--- src/rtl/uart_packet_tx.sv ---
// Packet UART transmitter: latches up to MAX_BYTES payload bytes on start and
// sends them back to back with optional parity, inter-frame gap and checksum.
module uart_packet_tx #(
  parameter int CLK_HZ    = 50000000,
  parameter int BAUD      = 115200,
  parameter int MAX_BYTES = 16,
  parameter int GAP_BITS  = 0,
  parameter int LW        = $clog2(MAX_BYTES + 1)
) (
  input  logic                     clk_50M,
  input  logic                     rst_n,
  input  logic                     start,
  input  logic [LW-1:0]            len,
  input  logic [8*MAX_BYTES-1:0]   data_flat,
  input  logic [1:0]               parity_mode,
  input  logic                     append_csum,
  output logic                     busy,
  output logic                     done,
  output logic [LW-1:0]            byte_idx,
  output logic                     tx
);

  localparam int              DIV      = (CLK_HZ + BAUD / 2) / BAUD;
  localparam int              DW       = (DIV > 1) ? $clog2(DIV) : 1;
  localparam logic [DW-1:0]   DIV_LAST = DW'(DIV - 1);
  localparam logic [3:0]      GAP_LAST = 4'((GAP_BITS > 0) ? GAP_BITS - 1 : 0);
  localparam logic [LW-1:0]   MAX_LEN  = LW'(MAX_BYTES);

  typedef enum logic [2:0] {
    S_IDLE, S_START, S_DATA, S_PARITY, S_STOP, S_GAP, S_DONE
  } state_t;

  state_t              state_q, state_d;
  logic [DW-1:0]       div_q, div_d;
  logic [3:0]          bit_q, bit_d;
  logic [LW-1:0]       frame_q, frame_d;
  logic [LW-1:0]       eff_len_q, eff_len_d;
  logic                csum_en_q, csum_en_d;
  logic [1:0]          mode_q, mode_d;
  logic [7:0]          csum_q, csum_d;
  logic [7:0]          shift_q, shift_d;
  logic                par_q, par_d;
  logic                tx_q, tx_d;
  logic [8*MAX_BYTES-1:0] data_q;

  logic                accept;
  logic                bit_end;
  logic                parity_on;
  logic                is_payload;
  logic                last_frame;
  logic [7:0]          cur_byte;
  logic [LW-1:0]       len_clamped;
  logic [LW:0]         n_frames;

  assign bit_end    = (div_q == DIV_LAST);
  assign parity_on  = (mode_q == 2'b01) || (mode_q == 2'b10);
  assign is_payload = (frame_q < eff_len_q);
  assign n_frames   = {1'b0, eff_len_q} + {{LW{1'b0}}, csum_en_q};
  assign last_frame = (({1'b0, frame_q} + (LW + 1)'(1)) == n_frames);
  assign len_clamped = (len > MAX_LEN) ? MAX_LEN : len;

  // Byte for the current frame: a latched payload byte, or the running checksum.
  always_comb begin
    cur_byte = csum_q;
    for (int k = 0; k < MAX_BYTES; k++) begin
      if (is_payload && frame_q == LW'(k)) cur_byte = data_q[8*k +: 8];
    end
  end

  // NOTE: every variable gets a default before the case so no latch is inferred.
  always_comb begin
    state_d   = state_q;
    div_d     = div_q;
    bit_d     = bit_q;
    frame_d   = frame_q;
    eff_len_d = eff_len_q;
    csum_en_d = csum_en_q;
    mode_d    = mode_q;
    csum_d    = csum_q;
    shift_d   = shift_q;
    par_d     = par_q;
    accept    = 1'b0;

    case (state_q)
      S_IDLE, S_DONE: begin
        state_d = S_IDLE;
        if (start) begin
          accept    = 1'b1;
          eff_len_d = len_clamped;
          csum_en_d = append_csum;
          mode_d    = parity_mode;
          csum_d    = '0;
          frame_d   = '0;
          div_d     = '0;
          bit_d     = '0;
          state_d   = (len_clamped == '0 && !append_csum) ? S_DONE : S_START;
        end
      end
      default: begin
        div_d = bit_end ? '0 : div_q + DW'(1);
        if (bit_end) begin
          case (state_q)
            S_START: begin
              shift_d = cur_byte;
              par_d   = (^cur_byte) ^ (mode_q == 2'b10);
              if (is_payload) csum_d = csum_q + cur_byte;
              bit_d   = '0;
              state_d = S_DATA;
            end
            S_DATA: begin
              if (bit_q == 4'd7) begin
                state_d = parity_on ? S_PARITY : S_STOP;
              end else begin
                bit_d   = bit_q + 4'd1;
                shift_d = shift_q >> 1;
              end
            end
            S_PARITY: state_d = S_STOP;
            S_STOP: begin
              if (last_frame) begin
                state_d = S_DONE;
              end else if (GAP_BITS > 0) begin
                bit_d   = '0;
                state_d = S_GAP;
              end else begin
                frame_d = frame_q + LW'(1);
                state_d = S_START;
              end
            end
            S_GAP: begin
              if (bit_q == GAP_LAST) begin
                frame_d = frame_q + LW'(1);
                state_d = S_START;
              end else begin
                bit_d = bit_q + 4'd1;
              end
            end
            default: state_d = S_IDLE;
          endcase
        end
      end
    endcase

    // The line level is registered from the next state so the pin never glitches.
    case (state_d)
      S_START:  tx_d = 1'b0;
      S_DATA:   tx_d = shift_d[0];
      S_PARITY: tx_d = par_d;
      default:  tx_d = 1'b1;
    endcase
  end

  // NOTE: sequential state uses non-blocking assignments so all flops update together.
  always_ff @(posedge clk_50M or negedge rst_n) begin
    if (!rst_n) begin
      state_q   <= S_IDLE;
      div_q     <= '0;
      bit_q     <= '0;
      frame_q   <= '0;
      eff_len_q <= '0;
      csum_en_q <= 1'b0;
      mode_q    <= 2'b00;
      csum_q    <= '0;
      shift_q   <= '0;
      par_q     <= 1'b0;
      tx_q      <= 1'b1;
    end else begin
      state_q   <= state_d;
      div_q     <= div_d;
      bit_q     <= bit_d;
      frame_q   <= frame_d;
      eff_len_q <= eff_len_d;
      csum_en_q <= csum_en_d;
      mode_q    <= mode_d;
      csum_q    <= csum_d;
      shift_q   <= shift_d;
      par_q     <= par_d;
      tx_q      <= tx_d;
    end
  end

  // NOTE: the payload store has no reset; it is always written on acceptance before use.
  always_ff @(posedge clk_50M) begin
    if (accept) data_q <= data_flat;
  end

  assign tx       = tx_q;
  assign busy     = (state_q != S_IDLE) && (state_q != S_DONE);
  assign done     = (state_q == S_DONE);
  assign byte_idx = frame_q;

endmodule
--- config.mk ---
export PLATFORM = sky130hd
export DESIGN_NAME = uart_packet_tx
export DESIGN_NICKNAME = d
export VERILOG_FILES = /design/src/rtl/uart_packet_tx.sv
export SDC_FILE = /design/constraint.sdc
export NUM_CORES = 1
export LEC_CHECK = 0
export CAP_MARGIN = 20
export CORE_MARGIN = 1.5
export CORE_UTILIZATION = 54
export DETAILED_ROUTE_END_ITERATION = 10
export GPL_TIMING_DRIVEN = 0
export PLACE_DENSITY = 0.89
export SLEW_MARGIN = 10
export SYNTH_ARGS = -nofsm -noshare
export SYNTH_HDL_FRONTEND = slang
export SYNTH_SLANG_ARGS = --single-unit
--- constraint.sdc ---
create_clock -name clk_50M -period 6.9 [get_ports clk_50M]
set_input_delay 0.69 -clock clk_50M [delete_from_list [all_inputs] [get_ports clk_50M]]
set_output_delay 0.69 -clock clk_50M [all_outputs]
set_load 0.1 [all_outputs]
==> impl_metrics.csv, run 1 <==
group,metric,value,unit
sta,period_share,0.9114,
floorplanning,start_util,0.5556,
cts,clkSlewWorstSetupHoldPaths,70,ps
global_routing,grt_pass1_vias,7418,
floorplanning,boundaryPins,147,
floorplanning,die-area,17180,um2
cells_and_area,fill_cells,1114,
synth,synthDistinctLibCells,89,
route,vias,7374,
synth,postSynth.asyncResetShare,0.2686,
cells_and_area,fin_area,11260,um2
sta,rsz0062_at_grt,"false",
setup_path,required,7250,ps
status,status,"finished clean",
route,remaining_drc_errors,0,
synth,synth-main-ff-cell,"edfxtp_1",
synth,synth_nets,946,
placed_design,post_dp_cell_area,10660,um2
synth,yosysMostFrequentCell,"edfxtp_1",
route,wl_per_cell,21.39,um
route,wl_met3,2247,um
sta,max_freq,159.0,MHz
pwr,power_density,195.8,nW/um2
cts,cts_hold_buf,0,
synth,yosys-top-cells-count,"128 x edfxtp_1, 80 x nand2_1, 61 x nor2_1",
setup_path,cp-end-kind,"register",
cts,cts_tree,"yes",
synth,ys_seq_elements,175,
route,detail-route-antenna-nets,0,
min_path,hold_path.class,"primary input to async pin",
synth,postSynthAreaPerCell,11.31,um2
cts,post_cts_buffers,0,
route,routed.top_layer,"met4",
synth,synth_cells,783,
cts,clk_latency,440,ps
floorplanning,core,15940,um2
sta,hold_viol,0,
placed_design,placed_cells,1148,
setup_path,start_kind,"register",
synth,synth_top_area_cell,"edfxtp_1",
setup_path,reg2reg_slack,610,ps
global_routing,grt_max_degree,67,
synth,synth_edf_count,128,
cells_and_area,syn2layout_area_growth,27.10,%
sta,max_slew.worst_pin.slew,997.0,ps
placed_design,place_ws,835.1,ps
synth,yosysWarnings,0,
route,wl,25240,um
cells_and_area,instances_no_fill,1180,
route,dr.pass1.iters,6,
cts,cts_buffers,17,
pwr,ir_worst_vdd,0.0001616,V
sta,fin_worst_skew,16.23,ps
setup_path,cp.arrival,6640,ps
cts,htree_levels,4,
placed_design,port_buffers,146,
cts,cts-resized-gates,0,
sta,timing.slew.headroom,0.3333,
cts,clock_path_buffers,2,
global_routing,grt_usage,0.3049,
floorplanning,die_w,131.1,um
sta,setup_slack,611.4,ps
run,cap_violations,0,
route,drt_iter0_drc,950,
sta,setup_viol,0,
synth,synthTopCellsByArea,"edfxtp_1 43%, dfrtp_1 13%, nand2_1 3.4%",
placed_design,place_hpwl,18650,um
setup_path,critPathKind,"register to register",
cells_and_area,drive_above_1_share,0.08195,
synth,synth_top_area_frac,0.4339,
synth,ys_seq_area_frac,0.5668,
global_routing,antenna_found_initial,0,
setup_path,reg2reg_from,"byte_idx[0]",
sta,drv_slew,0,
setup_path,crit_path_max_fanout,10,
sta,post-route-min-period,6289,ps
pwr,power.leakage,4.227,nW
route,wl_met1,9828,um
synth,synth.cell_area,8858,um2
route,wl_met2,12070,um
global_routing,grt_pass1_wl,38670,um
floorplanning,fp-row-count,46,
setup_path,rr_worst_depth,21,
floorplanning,die-height,131.1,um
global_routing,grt_overflow,0,
cts,cts.sinks,175,
cells_and_area,n_antenna_cell,0,
placed_design,routabilityCongestion,0.9695,
route,via_per_inst,6.249,
setup_path,r2r-end,"csum_q[7]",
cells_and_area,nNetsFinal,1114,
cts,cts-root-buf,"clkbuf_16",
pwr,p_total,0.002204,W
-- per-stage QoR --
| step | hold slack [ps] | setup TNS [ps] | util |
|---|---|---|---|
| 5_1_grt | 146.4 | 0 | 0.7062 |
| 2_1_floorplan | 394.4 | 0 | - |
| 3_3_place_gp | 455.5 | -82160 | 0.6643 |
| 3_5_place_dp | 454.8 | 0 | 0.6689 |
| 6_report | 133.6 | 0 | 0.7062 |
| 4_1_cts | 128.1 | 0 | 0.7062 |
-- how the worst max path moves through the flow --
| stage | slack (ps) | cells after the start | end | start |
|---|---|---|---|---|
| after CTS | 740 | 21 | csum_q[7] | byte_idx[0] |
| final | 610 | 21 | csum_q[7] | byte_idx[0] |
| after global placement | -750 | 10 | eff_len_q[4] | state_q[2] |
| after global routing | 420 | 21 | csum_q[7] | byte_idx[0] |
| after floorplan | 1130 | 9 | eff_len_q[1] | state_q[2] |
| after detailed placement | 840 | 21 | csum_q[7] | byte_idx[0] |
-- area by class of cell --
class                   instances  area [um2]  area share
flip-flops and latches        175        5021      0.4459
inverters                      32       120.1     0.01067
clock buffers                  18       429.2     0.03812
well taps                     216       270.3     0.02400
multi-input cells             539        3530      0.3135
plain buffers                  37       191.4     0.01700
repair buffers                149        1531      0.1360
clock inverters                14       166.4     0.01478
-- power by group --
group           total, W  leakage [nW]  switching (W)  internal, W
Sequential       0.00113          1.73              0      0.00113
Clock           0.000986         0.292       0.000466     0.000520
Combinational  0.0000889          2.20      0.0000198    0.0000690
Total            0.00220          4.23       0.000486      0.00172
-- cells by family after synthesis --
group / after synthesis / share of synthesized area
AO/OA/AOI/OAI: 242 / 0.1903
XOR/XNOR: 22 / 0.02641
adder cells (fa/ha/maj): 25 / 0.03588
buffers and inverters: 69 / 0.03474
flip-flops: 175 / 0.5668
multiplexers: 5 / 0.005791
AND/OR/NAND/NOR: 245 / 0.1401
-- flip-flops by register name, summed over array words and instances (netlist names), 3 cells and up --
signal     cells
bit_q          4
shift_q        8
eff_len_q      5
csum_q         8
div_q          9
state_q        3
byte_idx       5
data_q       128
-- worst max-delay path: stages, from the launching register on --
cell	delay (ps)
dfrtp_1	540
ha_1	360
clkbuf_1	460
clkbuf_1	570
and3_1	280
ha_1	140
clkbuf_1	340
or2_1	220
o21ai_2	130
nand3_1	200
a211oi_1	90
a211oi_1	790
ha_1	380
a21o_1	170
a21oi_1	240
o21bai_1	90
a21oi_1	230
o21bai_1	120
a21oi_1	190
xor2_1	120
or4_1	420
o21ai_0	90
-- per-layer routing --
layer  track usage  vias to the layer above
met4        0.1577                        0
met3       0.06534                       82
met5             0                        -
li1              -                     3328
met2        0.4989                      462
met1        0.3838                     3502
-- cell usage in the layout, fill, tap and decap left out, types with 5 or more instances in the layout --
| cell | netlist | final |
|---|---|---|
| o21a_1 | 5 | 5 |
| o221ai_1 | 6 | 6 |
| ha_1 | 23 | 23 |
| nand2b_1 | 11 | 11 |
| o21ai_0 | 49 | 49 |
| a21oi_1 | 42 | 42 |
| a31oi_1 | 7 | 7 |
| a21o_1 | 5 | 5 |
| xnor2_1 | 10 | 10 |
| nand3_1 | 19 | 19 |
| nor2_1 | 61 | 61 |
| o31ai_1 | 12 | 12 |
| clkdlybuf4s50_1 | 0 | 145 |
| nand2_1 | 80 | 80 |
| a221oi_1 | 7 | 7 |
| buf_2 | 15 | 16 |
| clkbuf_16 | 0 | 17 |
| edfxtp_1 | 128 | 128 |
| nand3b_1 | 5 | 5 |
| inv_1 | 30 | 30 |
| a22o_1 | 5 | 5 |
| o22ai_1 | 17 | 17 |
| and3_1 | 5 | 5 |
| inv_8 | 0 | 8 |
| nor2b_1 | 7 | 7 |
| a211oi_1 | 12 | 12 |
| nor3_1 | 20 | 20 |
| xor2_1 | 9 | 9 |
| clkbuf_1 | 17 | 17 |
| dfrtp_1 | 46 | 46 |
| a22oi_1 | 15 | 15 |
(Power assumes the default switching activity.)
==> inputs of run 2 (changes only) <==
--- a/config.mk
+++ b/config.mk
@@ -11,6 +11,7 @@
 export DETAILED_ROUTE_END_ITERATION = 10
 export GPL_TIMING_DRIVEN = 0
 export PLACE_DENSITY = 0.89
+export RECOVER_POWER = 50
 export SLEW_MARGIN = 10
 export SYNTH_ARGS = -nofsm -noshare
 export SYNTH_HDL_FRONTEND = slang
==> run 2 against run 1 <==
Compared with the run above:
- the run now ends with max-capacitance violations, max-slew violations left
- power decreased by 0.86%
- cell count unchanged
- via count about the same
- non-clock buffer count unchanged
- clock skew increased by 2.4 ps
- global-route usage unchanged
- sequential share of layout area increased by 0.069 points
- register-to-register slack improved by 30 ps
- worst hold slack improved by 100 ps
- setup slack improved by 27 ps
- core utilization decreased by 0.11 points
- maximum frequency increased by 0.43%
- largest power group unchanged
- highest routed layer unchanged
==> impl_metrics.csv, run 2 (synthesized netlist as in run 1, its figures left out) <==
group,metric,value,unit
route,via_per_inst,6.253,
setup_path,crit_path_max_fanout,10,
setup_path,slowest_stage,"a211oi_1",
sta,rsz0062_at_grt,"false",
floorplanning,die_w,131.1,um
placed_design,place_hpwl,18650,um
floorplanning,start_util,0.5556,
route,vias,7378,
sta,max_slew.worst_pin.slew,2001,ps
global_routing,grt_overflow,0,
cells_and_area,nNetsFinal,1114,
setup_path,worstPathCellList,"ha_1 -> clkbuf_1 -> clkbuf_1 -> and3_1 -> ha_1 -> clkbuf_1 -> or2_1 -> o21ai_2 -> nand3_1 -> a211oi_1 -> a211oi_1 -> ha_1 -> a21o_1 -> a21oi_1 -> o21bai_1 -> a21oi_1 -> o21bai_1 -> a21oi_1 -> xor2_1 -> or4_1 -> o21ai_0",
cts,clk_latency,450,ps
cells_and_area,top_regs,"data_q x128, div_q x9",
route,wl,25170,um
pwr,switching_power,0.0004824,W
floorplanning,core,15940,um2
cts,cts_tree,"yes",
cells_and_area,n_antenna_cell,0,
setup_path,critPathKind,"register to register",
setup_path,cp-end-kind,"register",
pwr,pwr-share-seq,0.517,
setup_path,cpPeakStageDelay,790,ps
cells_and_area,drive_above_1_share,0.07988,
global_routing,grt_max_degree,67,
sta,timing.slew.headroom,-0.3341,
cts,htree_levels,4,
pwr,comb_power_share,0.033,
cells_and_area,fill_cells,1118,
pwr,power_density,194.4,nW/um2
route,wl_per_cell,21.33,um
setup_path,required,7260,ps
pwr,p_total,0.002185,W
cells_and_area,fin_area,11240,um2
status,status,"finished with violations",
route,detail-route-antenna-nets,0,
cts,cts_buffers,17,
pwr,power.leakage,4.250,nW
global_routing,grt_usage,0.3049,
global_routing,grt_pass1_vias,7418,
sta,max_freq,159.7,MHz
sta,fin_hold_ws,236.4,ps
global_routing,grt_pass1_wl,38670,um
floorplanning,fp-row-count,46,
pwr,p_sw_frac,0.2208,
cts,post_cts_buffers,0,
placed_design,post_dp_cell_area,10660,um2
route,remaining_drc_errors,0,
sta,hold_viol,0,
cts,cts-resized-gates,0,
setup_path,cp.arrival,6620,ps
sta,tns,0,ps
route,dr.pass1.iters,5,
cts,clock_path_buffers,2,
global_routing,antenna_found_initial,0,
cells_and_area,largest_reg_flops,128,
sta,drv_slew,37,
cells_and_area,final_cell_mix,"128 x edfxtp_1, 128 x dlygate4sd3_1, 80 x nand2_1",
sta,period_share,0.9075,
pwr,ir_worst_vdd,0.0001615,V
status,violations,"max-capacitance violations, max-slew violations",
sta,setup_viol,0,
pwr,p_int,0.001703,W
floorplanning,boundaryPins,147,
cells_and_area,fin_util,0.7051,
cells_and_area,syn2layout_area_growth,26.91,%
cts,cts.sinks,175,
min_path,hold_path.class,"primary input to async pin",
floorplanning,die-height,131.1,um
pwr,pwr-share-clk,0.450,
run,cap_violations,1,
cts,clkSlewWorstSetupHoldPaths,70,ps
cts,cts_hold_buf,0,
placed_design,port_buffers,146,
route,drt_iter0_drc,922,
placed_design,routabilityCongestion,0.9695,
sta,fin_worst_skew,18.61,ps
sta,post-route-min-period,6262,ps
cells_and_area,regMostFlops,"data_q",
cts,cts-root-buf,"clkbuf_16",
floorplanning,die-area,17180,um2
setup_path,start_kind,"register",
run 2: power by group through the flow:
stage / clock network (W) / registers (W) / logic (W)
after detailed placement: 0 / 0.00115 / 0.0000889
after global routing: 0.00103 / 0.00113 / 0.0000784
after global placement: 0 / 0.00115 / 0.0000866
after floorplan: 0 / 0.00115 / 0.000000644
after CTS: 0.000991 / 0.00113 / 0.0000894
final: 0.000983 / 0.00113 / 0.0000727
run 2: final timing paths:
path	cells after the start	to	slack (ps)	startpoint
min in group clk_50M	2	shift_q[0]	470	shift_q[0]
min reg2reg	2	shift_q[0]	470	shift_q[0]
max reg2reg	21	csum_q[7]	640	byte_idx[0]
max in group asynchronous	2	bit_q[3]	4390	rst_n
max	21	csum_q[7]	640	byte_idx[0]
min	1	div_q[2]	240	rst_n
run 2: worst max-delay path: cells and delay by family (launching register included):
family          cells  cell delay [ps]
compound gates     10             2150
simple gates        4             1120
buf+inv             3             1340
flops               1              540
xor+xnor            1              120
fa+ha+maj           3              890
run 2: final cells by class:
type / instances / area [um2] / area share
sequential: 175 / 5021 / 0.4466
timing repair buffer: 149 / 1514 / 0.1347
tap: 216 / 270.3 / 0.02404
buffer: 37 / 191.4 / 0.01703
inverter: 32 / 120.1 / 0.01068
clock inverter: 14 / 166.4 / 0.01480
multi-input combinational: 539 / 3530 / 0.3140
clock buffer: 18 / 429.2 / 0.03817
run 2: stage by stage:
step / cells / setup WS [ps]
2_1_floorplan: 783 / 1130
3_3_place_gp: 1145 / -754.3
3_5_place_dp: 1148 / 835.1
4_1_cts: 1180 / 739.2
5_1_grt: 1180 / 423.8
6_report: 1180 / 638.2
run 2: per-layer routing:
metal | track usage | up-vias | part of all wire
li1 | - | 3328 | -
met1 | 0.3838 | 3520 | 0.39
met2 | 0.4989 | 433 | 0.48
met3 | 0.06534 | 97 | 0.089
met4 | 0.1577 | 0 | 0.045
met5 | 0 | - | 0
==> inputs of run 3 (changes only) <==
--- a/config.mk
+++ b/config.mk
@@ -11,7 +11,6 @@
 export DETAILED_ROUTE_END_ITERATION = 10
 export GPL_TIMING_DRIVEN = 0
 export PLACE_DENSITY = 0.89
-export RECOVER_POWER = 50
 export SLEW_MARGIN = 10
 export SYNTH_ARGS = -nofsm -noshare
 export SYNTH_HDL_FRONTEND = slang
==> results of run 3 <==
No change in the layout: final DEF, timing and power equal those of run 1.
